[src/rtl/mtm_alu_pkg.sv]
// mtm_alu_pkg: shared constants and types for the MTM ALU serial protocol.
//   - ALU opcode constants
//   - error-flag encodings carried in the error CTL frame
//   - frame type bits, frame geometry
//   - serializer FSM state encoding
//   - helpers: error-byte parity and per-bit frame selection
package mtm_alu_pkg;

  localparam logic [2:0] OP_AND = 3'b000;
  localparam logic [2:0] OP_OR  = 3'b001;
  localparam logic [2:0] OP_ADD = 3'b100;
  localparam logic [2:0] OP_SUB = 3'b101;

  localparam logic [5:0] ERR_DATA = 6'b100100;
  localparam logic [5:0] ERR_CRC  = 6'b010010;
  localparam logic [5:0] ERR_OP   = 6'b001001;

  localparam logic TYPE_DATA = 1'b0;
  localparam logic TYPE_CMD  = 1'b1;

  localparam int unsigned FRAME_BITS    = 11;
  localparam int unsigned RESULT_FRAMES = 5;

  localparam logic [3:0] LAST_BIT          = 4'(FRAME_BITS - 1);
  localparam logic [2:0] LAST_RESULT_FRAME = 3'(RESULT_FRAMES - 1);

  typedef enum logic [0:0] {
    ST_IDLE  = 1'b0,
    ST_SHIFT = 1'b1
  } ser_state_e;

  // Parity bit that makes the error CTL byte {1, err, par} even.
  function automatic logic err_parity(input logic [5:0] err);
    return ~^err;
  endfunction

  // Bit idx of a frame {start 0, type, byte MSB first, stop 1}.
  function automatic logic frame_bit(input logic typ, input logic [7:0] byte_v,
                                     input logic [3:0] idx);
    logic [3:0] pos;
    logic       b;
    pos = 4'd9 - idx;
    case (idx)
      4'd0:    b = 1'b0;
      4'd1:    b = typ;
      4'd2, 4'd3, 4'd4, 4'd5, 4'd6, 4'd7, 4'd8, 4'd9:
               b = byte_v[pos[2:0]];
      default: b = 1'b1;
    endcase
    return b;
  endfunction

endpackage

[src/rtl/mtm_alu_crc3.sv]
// mtm_alu_crc3: combinational CRC3 (x^3+x+1, init 0, MSB first) over the
// 37-bit vector {C, 1'b0, flags}. Shared with the receiver-side checker.
//   data_in [36:0] : message, bit 36 shifted in first
//   crc_out [2:0]  : remainder
module mtm_alu_crc3 (
  input  logic [36:0] data_in,
  output logic [2:0]  crc_out
);

  logic [2:0] crc_v;
  logic       fb_v;

  // Bit-serial LFSR unrolled over all 37 message bits.
  always_comb begin
    crc_v = 3'b000;
    fb_v  = 1'b0;
    for (int i = 36; i >= 0; i--) begin
      fb_v  = crc_v[2] ^ data_in[i];
      crc_v = {crc_v[1], crc_v[0] ^ fb_v, fb_v};
    end
    crc_out = crc_v;
  end

endmodule

[src/rtl/mtm_alu_serializer.sv]
// mtm_alu_serializer: transmit end of the MTM ALU serial protocol.
// Accepts one result packet (C + flags) or one error packet through a
// valid/ready handshake and shifts it onto sout as 11-bit frames.
//   clk, rst            : clock, synchronous active-high reset
//   in_valid / in_ready : input handshake
//   in_is_err           : 1 = error packet, 0 = result packet
//   in_data, in_flags   : result C and {carry, overflow, zero, negative}
//   in_err              : error bits
//   sout                : registered serial line, idle high
//   busy                : high while a packet is being shifted
module mtm_alu_serializer
  import mtm_alu_pkg::*;
#(
  parameter int unsigned CLKS_PER_BIT = 1
) (
  input  logic        clk,
  input  logic        rst,
  input  logic        in_valid,
  output logic        in_ready,
  input  logic        in_is_err,
  input  logic [31:0] in_data,
  input  logic [3:0]  in_flags,
  input  logic [5:0]  in_err,
  output logic        sout,
  output logic        busy
);

  localparam int unsigned    DIV_W    = (CLKS_PER_BIT > 1) ? $clog2(CLKS_PER_BIT) : 1;
  localparam logic [DIV_W-1:0] DIV_LAST = DIV_W'(CLKS_PER_BIT - 1);

  ser_state_e       state_q, state_d;
  logic [3:0]       bit_cnt_q, bit_cnt_d;
  logic [2:0]       frame_cnt_q, frame_cnt_d;
  logic [2:0]       last_q, last_d;
  logic [DIV_W-1:0] div_cnt_q, div_cnt_d;
  logic             is_err_q, is_err_d;
  logic [31:0]      data_q, data_d;
  logic [3:0]       flags_q, flags_d;
  logic [5:0]       err_q, err_d;
  logic             sout_q, sout_d;

  logic [2:0]       crc_s;
  logic             cur_type;
  logic [7:0]       cur_byte;

  mtm_alu_crc3 u_crc (
    .data_in ({data_q, 1'b0, flags_q}),
    .crc_out (crc_s)
  );

  // State register: FSM, counters, captured packet and the sout flop.
  always_ff @(posedge clk) begin
    if (rst) begin
      state_q     <= ST_IDLE;
      bit_cnt_q   <= 4'd0;
      frame_cnt_q <= 3'd0;
      last_q      <= 3'd0;
      div_cnt_q   <= '0;
      is_err_q    <= 1'b0;
      data_q      <= 32'd0;
      flags_q     <= 4'd0;
      err_q       <= 6'd0;
      sout_q      <= 1'b1;
    end else begin
      state_q     <= state_d;
      bit_cnt_q   <= bit_cnt_d;
      frame_cnt_q <= frame_cnt_d;
      last_q      <= last_d;
      div_cnt_q   <= div_cnt_d;
      is_err_q    <= is_err_d;
      data_q      <= data_d;
      flags_q     <= flags_d;
      err_q       <= err_d;
      sout_q      <= sout_d;
    end
  end

  // Next-state logic: capture on accept, then walk div/bit/frame counters.
  always_comb begin
    state_d     = state_q;
    bit_cnt_d   = bit_cnt_q;
    frame_cnt_d = frame_cnt_q;
    last_d      = last_q;
    div_cnt_d   = div_cnt_q;
    is_err_d    = is_err_q;
    data_d      = data_q;
    flags_d     = flags_q;
    err_d       = err_q;
    case (state_q)
      ST_IDLE: begin
        // rst is handled by the register, so in_valid alone means accept here
        if (in_valid) begin
          state_d     = ST_SHIFT;
          bit_cnt_d   = 4'd0;
          frame_cnt_d = 3'd0;
          div_cnt_d   = '0;
          last_d      = in_is_err ? 3'd0 : LAST_RESULT_FRAME;
          is_err_d    = in_is_err;
          data_d      = in_data;
          flags_d     = in_flags;
          err_d       = in_err;
        end else begin
          state_d = ST_IDLE;
        end
      end
      ST_SHIFT: begin
        if (div_cnt_q == DIV_LAST) begin
          div_cnt_d = '0;
          if (bit_cnt_q == LAST_BIT) begin
            bit_cnt_d = 4'd0;
            if (frame_cnt_q == last_q) begin
              state_d     = ST_IDLE;
              frame_cnt_d = 3'd0;
            end else begin
              frame_cnt_d = frame_cnt_q + 3'd1;
            end
          end else begin
            bit_cnt_d = bit_cnt_q + 4'd1;
          end
        end else begin
          div_cnt_d = div_cnt_q + DIV_W'(1);
        end
      end
      default: begin
        state_d = ST_IDLE;
      end
    endcase
  end

  // Output logic: choose the frame for the next cycle and its bit for sout_d.
  always_comb begin
    cur_type = TYPE_DATA;
    cur_byte = 8'd0;
    if (is_err_q) begin
      cur_type = TYPE_CMD;
      cur_byte = {1'b1, err_q, err_parity(err_q)};
    end else if (frame_cnt_d == LAST_RESULT_FRAME) begin
      cur_type = TYPE_CMD;
      cur_byte = {1'b0, flags_q, crc_s};
    end else begin
      cur_type = TYPE_DATA;
      case (frame_cnt_d)
        3'd0:    cur_byte = data_q[31:24];
        3'd1:    cur_byte = data_q[23:16];
        3'd2:    cur_byte = data_q[15:8];
        default: cur_byte = data_q[7:0];
      endcase
    end

    // On accept the first bit is always the start bit, so it does not depend
    // on the not-yet-captured packet registers.
    if (state_q == ST_IDLE) begin
      sout_d = in_valid ? 1'b0 : 1'b1;
    end else if (state_d == ST_SHIFT) begin
      sout_d = frame_bit(cur_type, cur_byte, bit_cnt_d);
    end else begin
      sout_d = 1'b1;
    end

    in_ready = (state_q == ST_IDLE) && !rst;
    busy     = (state_q == ST_SHIFT);
  end

  assign sout = sout_q;

endmodule

[config.mk]
export PLATFORM = sky130hd
export DESIGN_NAME = mtm_alu_serializer
export DESIGN_NICKNAME = d
export VERILOG_FILES = /design/src/rtl/mtm_alu_pkg.sv /design/src/rtl/mtm_alu_crc3.sv /design/src/rtl/mtm_alu_serializer.sv
export SDC_FILE = /design/constraint.sdc
export NUM_CORES = 1
export LEC_CHECK = 0
export ABC_AREA = 0
export BUFFER_PORTS_ARGS = -buffer_cell sky130_fd_sc_hd__buf_2
export CORE_MARGIN = 3
export CORE_UTILIZATION = 45
export DETAILED_ROUTE_END_ITERATION = 8
export GPL_TIMING_DRIVEN = 1
export PLACE_DENSITY_LB_ADDON = 0.1
export RECOVER_POWER = 25
export SETUP_SLACK_MARGIN = 0.02
export SKIP_CTS_REPAIR_TIMING = 1
export SYNTH_ARGS = -nofsm -noshare
export SYNTH_HDL_FRONTEND = slang
export SYNTH_SLANG_ARGS = --single-unit
[constraint.sdc]
create_clock -name clk -period 3.7 [get_ports clk]
set_clock_uncertainty 0.15 [all_clocks]
set_input_delay 0.74 -clock clk [delete_from_list [all_inputs] [get_ports clk]]
set_output_delay 0.74 -clock clk [all_outputs]
set_load 0.02 [all_outputs]
# Word-level counts from Yosys, hierarchy flattened
# Cells that the tools add are included.
# word_totals
ff_bits,56
latch_bits,0
ramBits,0
romBits,0
input_bits,46
wordCells,137
n_memories,0
# classes
addsub,4
mul,0
div_mod_pow,0
n_lt_le_gt_ge,1
eq_ne,15
shift,0
muxes,29
n_bitwise,71
reduce_logical,7
# ops
op,count
1-bit bitwise XOR,70
8-bit case mux with 3 select lines,1
4-bit by 3-bit == test with 1-bit output (second input constant),4
8-bit 2-to-1 mux,2
3-bit 2-to-1 mux,5
4-bit == test (second input constant),3
1-bit 2-to-1 mux,12
4-bit 2-to-1 mux,3
4-bit by 2-bit == test with 1-bit output (second input constant),2
4-bit case mux with 2 select lines,1
8-bit OR reduction,1
3-bit case mux with 2 select lines,1
6-bit XNOR reduction,1
4-bit by 1-bit adder with 4-bit output (second input constant),1
4-bit by 1-bit == test with 1-bit output (second input constant),1
4-bit logical NOT,1
3-bit by 4-bit less-than comparator with 1-bit output (second input constant),1
1-bit case mux with 2 select lines,2
3-bit by 1-bit adder with 3-bit output (second input constant),1
1-bit binary-select mux with 3-bit select,1
3-bit by 1-bit == test with 1-bit output (second input constant),1
3-bit by 2-bit == test with 1-bit output (second input constant),1
3-bit == test,1
3-bit == test (second input constant),1
9 further kinds,9

# Logic depth before layout (Yosys ltp)
# depth
ltp_word,42
ltp_mapped,12

# Modules after synthesis
# Synthesis repeated with hierarchy kept, for this count alone.
# hier_totals
hier_cells,405
area_unflattened_um2,3199.3
# by_module_without_submodules
mod,instances,cells_per_inst,area_per_inst_um2,seq_area_each_um2
mtm_alu_serializer,1,365,2766.4,1061.0
mtm_alu_crc3,1,40,432.9,0.0

# Least setup slack after synthesis
# Ideal clock, no wire load.
# synth_timing
path_kind,input to register
start,in in_valid
end,"reg sout_q, in the netlist sout"
arrival_time_ps,2647
setup_slack_ps,781
cell_stages,9
path_buffers,1
cell_sequence,nor2_1 and2_1 nor4_2 buf_2 mux2i_1 o21ai_0 a221oi_1 a2111oi_0 a311o_1
# synth_via
elab_chain_len,11
elab_cells_between_ends,33
cone_classes,add/sub: 1; eq/ne: 12; mux: 17; reduce/logical: 3
# synth_lines
element,line,source
from (decl),mtm_alu_serializer.sv:18,"input logic in_valid,"
3-bit 2-to-1 mux,mtm_alu_serializer.sv:92,if (in_valid) begin
3-bit case mux with 2 select lines,mtm_alu_serializer.sv:89,case (state_q)
"3-bit by 2-bit == test with 1-bit output, or another cell as far along",mtm_alu_serializer.sv:142,case (frame_cnt_d)
8-bit case mux with 3 select lines,mtm_alu_serializer.sv:142,
8-bit 2-to-1 mux,mtm_alu_serializer.sv:137,end else if (frame_cnt_d == LAST_RESULT_FRAME) begin
8-bit 2-to-1 mux,mtm_alu_serializer.sv:134,if (is_err_q) begin
1-bit binary-select mux with 3-bit select,mtm_alu_pkg.sv:47,b = byte_v[pos[2:0]];
1-bit 2-to-1 mux (not written as such),mtm_alu_pkg.sv:47,
1-bit case mux with 3 select lines,mtm_alu_pkg.sv:43,case (idx)
1-bit 2-to-1 mux,mtm_alu_serializer.sv:154,end else if (state_d == ST_SHIFT) begin
1-bit 2-to-1 mux *,mtm_alu_serializer.sv:152,if (state_q == ST_IDLE) begin
to (signal assigned),mtm_alu_serializer.sv:74,sout_q <= sout_d;
to (decl),mtm_alu_serializer.sv:40,"logic sout_q, sout_d;"
# Every way passes the cells marked *; elsewhere a longest branch is shown, timed or not. The select of a mux whose other input is x is not followed.
# A chain may end at the register's enable or synchronous reset.

# Worst setup path after layout
# layout_timing
start,"reg state_q, in the netlist busy"
end,"reg sout_q, in the netlist sout"
# layout_via
elab_chain_len,11
elab_cells_between_ends,30
cone_classes,add/sub: 1; eq/ne: 12; mux: 13; bitwise: 1; reduce/logical: 3
# layout_lines
element,line,source
from (decl),mtm_alu_serializer.sv:31,"ser_state_e state_q, state_d;"
from (signal assigned),mtm_alu_serializer.sv:65,state_q <= state_d;
1-bit NOT,n/a,
3-bit case mux with 2 select lines,mtm_alu_serializer.sv:89,
"3-bit by 2-bit == test with 1-bit output, or another cell as far along",mtm_alu_serializer.sv:142,
8-bit case mux with 3 select lines,mtm_alu_serializer.sv:142,
8-bit 2-to-1 mux,mtm_alu_serializer.sv:137,
8-bit 2-to-1 mux,mtm_alu_serializer.sv:134,
1-bit binary-select mux with 3-bit select,mtm_alu_pkg.sv:47,
1-bit 2-to-1 mux (not written as such),mtm_alu_pkg.sv:47,
1-bit case mux with 3 select lines,mtm_alu_pkg.sv:43,
1-bit 2-to-1 mux,mtm_alu_serializer.sv:154,
1-bit 2-to-1 mux *,mtm_alu_serializer.sv:152,
# Marked as above.

==> impl_metrics.tcl <==
set metrics [dict create \
    status "finished, final reports clean" \
    place_area_sq_um 3360 \
    start_util 0.473 \
    rrSetupSlack_ns 0.39 \
    wl_per_cell_um 15.2 \
    antenna_cells 0 \
    layoutNonFillerInstCount 519 \
    portBuffers 48 \
    synth_nets 451 \
    worst_slack_ns 0.392 \
    cts_made_buffers 5 \
    yosysWarnings 0 \
    clock-root-buffer "clkbuf_8" \
    p_sw_frac 0.295 \
    nNetsFinal 490 \
    ios 49 \
    path_common_cell "nor2_1" \
    power_frac_comb 0.260 \
    worst-path-buf-inv 0 \
    switchingPower_uw 387 \
    fp.dieW_um 88.6 \
    max_slew_margin 0.411 \
    drtIter0Drc 128 \
    overflow 0 \
    antenna_found_initial 0 \
    critPathMaxFanout 14 \
    clock.fmax_ghz 0.302 \
    whs_path_depth 2 \
    synthFlopType "dfxtp_1" \
    critical_path.top_delay_family "compound AO/OA/AOI/OAI gates" \
    reg2reg_from "busy" \
    finalSetupTns_ns 0 \
    internal_power_uw 925 \
    worstPathArrival_ns 3.36 \
    nFillCells 660 \
    maxCapViolations 0 \
    crit_end "sout" \
    cts_tree "done" \
    period_share 0.894 \
    drt_first_pass_iters 4 \
    clock_latency_ns 0.30 \
    ant_nets 0 \
    synth_cell_types 57 \
    vias 2842 \
    synth_most_common_cell "nand2_1" \
    die_h_um 88.6 \
    power.leakage_uw 0.00131 \
    via_per_inst 5.48 \
    crit_path_start_kind "register" \
    synth_seq_cells 53 \
    die-area_sq_um 7850 \
    hp-class "register to register" \
    syn_avg_cell_area_sq_um 7.62 \
    grt_pass1_vias 2472 \
    cts_max_path_buffers 2 \
    core.rowCount 29 \
    core_area_sq_um 6490 \
    power_frac_clock 0.252 \
    ys_seq_area_frac 0.346 \
    p_seq_frac 0.488 \
    place_congestion 0.896 \
    ir_worst_vdd_mv 0.176 \
    syn_area_sq_um 3070 \
    path_class "register to register" \
    endpoint_kind "register" \
    dpl.cell_count 512 \
    post-place-ws_ns 0.347 \
    clk_pin_slew_worst_paths_ns 0.10 \
    route.detailed.drc 0 \
    synth_edf_count 0 \
    grt_pass1_wl_mm 12.8 \
    cts.sinks 53 \
    async_flop_share 0 \
    max_stage_delay_ns 0.62 \
    critPathRequiredTime_ns 3.75 \
    setup_violations 0 \
    worst_slew_pin_slew_ns 0.874 \
    reg2reg_to "sout" \
    cp.depth 9 \
    pwr_density_cell_nw_per_um2 382 \
    drive_above_1_share 0.163 \
    fin_hold_ws_ns 0.313 \
    crit_slowest_cell "dfxtp_1" \
    hold_viol 0 \
    ys_top_cells_by_area "dfxtp_1 (35%), nand2_1 (14%), xnor2_1 (11%)" \
    totalWireLength_mm 7.89 \
    rsz0062_at_grt "false" \
    grtUsageTotal 0.210 \
    fin_crit_ns 3.31 \
    synth_area_leader_cell "dfxtp_1" \
    stdcell_area_sq_um 3440 \
    grt_max_degree 55 \
    rr_worst_depth 9 \
    htree_num_levels 2 \
    setup.worst_path.start "busy" \
    area_growth_syn_to_layout_pct 11.9 \
    yosys-top-cells-count "nand2_1 (116), dfxtp_1 (53), a21oi_1 (52)" \
    synthCells 403 \
    yosysTopAreaCellShare 0.346 \
    slew_viol_final 0 \
    hpwl_mm 5.95 \
    worstPathCellList "nor2_1 -> o2bb2ai_1 -> nor2_1 -> nand3_1 -> o22ai_1 -> a21oi_1 -> o41ai_1 -> a2111oi_0 -> a311o_1" \
]
power by group through the flow:
stage | combinational (uW) | sequential, uW | clock (uW)
3_5_place_dp | 342 | 653 | 0
4_1_cts | 345 | 640 | 340
2_1_floorplan | 275 | 637 | 0
3_3_place_gp | 340 | 653 | 0
6_report | 342 | 640 | 330
5_1_grt | 372 | 644 | 366
cell usage in the layout, fill, tap and decap left out, types with 2 or more instances in the layout:
cell type	n
clkbuf_8	6
inv_1	6
xnor3_1	2
buf_4	7
nand4_1	3
a221oi_1	2
o22ai_1	5
ha_1	2
buf_2	45
dfxtp_1	53
a21oi_1	53
o211ai_1	2
o21ai_1	5
xnor2_2	2
nor2_1	19
clkbuf_1	5
nand2_1	116
mux2i_1	3
a2111oi_0	2
o21ai_0	12
a31o_1	2
nor3_1	2
xnor2_1	39
and3_1	3
a211oi_1	2
nor2b_1	4
a31oi_1	3
nand3_1	5
xor2_1	5
per-layer routing:
metal  vias up  global-route usage  part of all wire  routed length, um
li1       1452                   -                 -                  -
met1      1306               0.314              0.50               3970
met2        76               0.312              0.43               3420
met3         8              0.0354             0.053                416
met4         0              0.0522             0.011                 90
met5         -                   0                 0                  0
worst reg2reg max path, stage by stage (launching register included):
cell,delay [ns]
dfxtp_1,0.62
nor2_1,0.27
o2bb2ai_1,0.20
nor2_1,0.62
nand3_1,0.29
o22ai_1,0.24
a21oi_1,0.08
o41ai_1,0.26
a2111oi_0,0.12
a311o_1,0.34
through the flow:
stage / utilization / total power (uW)
after detailed placement: 0.517 / 995
after CTS: 0.531 / 1320
final: 0.529 / 1310
after global routing: 0.529 / 1380
after floorplan: - / 911
after global placement: 0.517 / 993
cell type report:
| class | count | area (sq um) | share of cell area |
|---|---|---|---|
| Clock buffer | 7 | 86.3 | 0.0251 |
| Inverter | 6 | 22.5 | 0.00655 |
| Timing Repair Buffer | 56 | 293 | 0.0852 |
| Multi-Input combinational cell | 320 | 1880 | 0.546 |
| Sequential cell | 53 | 1060 | 0.309 |
| Tap cell | 77 | 96.3 | 0.0280 |
state kept, by name (all words and copies together) (netlist names):
signal and cells:
data_q 32, flags_q 4, bit_cnt_q 4, err_q 6
last_q 1, sout 1, busy 1, is_err_q 1
frame_cnt_q 3
worst min path at each step:
stage / startpoint / end
after floorplan: data_q[10] / data_q[10]
after global placement: data_q[10] / data_q[10]
after detailed placement: data_q[10] / data_q[10]
after CTS: data_q[10] / data_q[10]
after global routing: data_q[10] / data_q[10]
final: data_q[10] / data_q[10]
cells by family (layout without fill, tap and decap cells):
logic type                 Yosys count  after routing  share of synthesized area
AOI/OAI and AO/OA                  101            101                      0.208
buffers and inverters               30             69                     0.0428
and+or+nand+nor                    165            165                      0.231
DFF                                 53             53                      0.346
muxes                                3              3                    0.00978
xor gates and xnor gates            48             48                      0.151
adders and majority gates            3              3                     0.0118
Power figures use the tool's default switching activity.
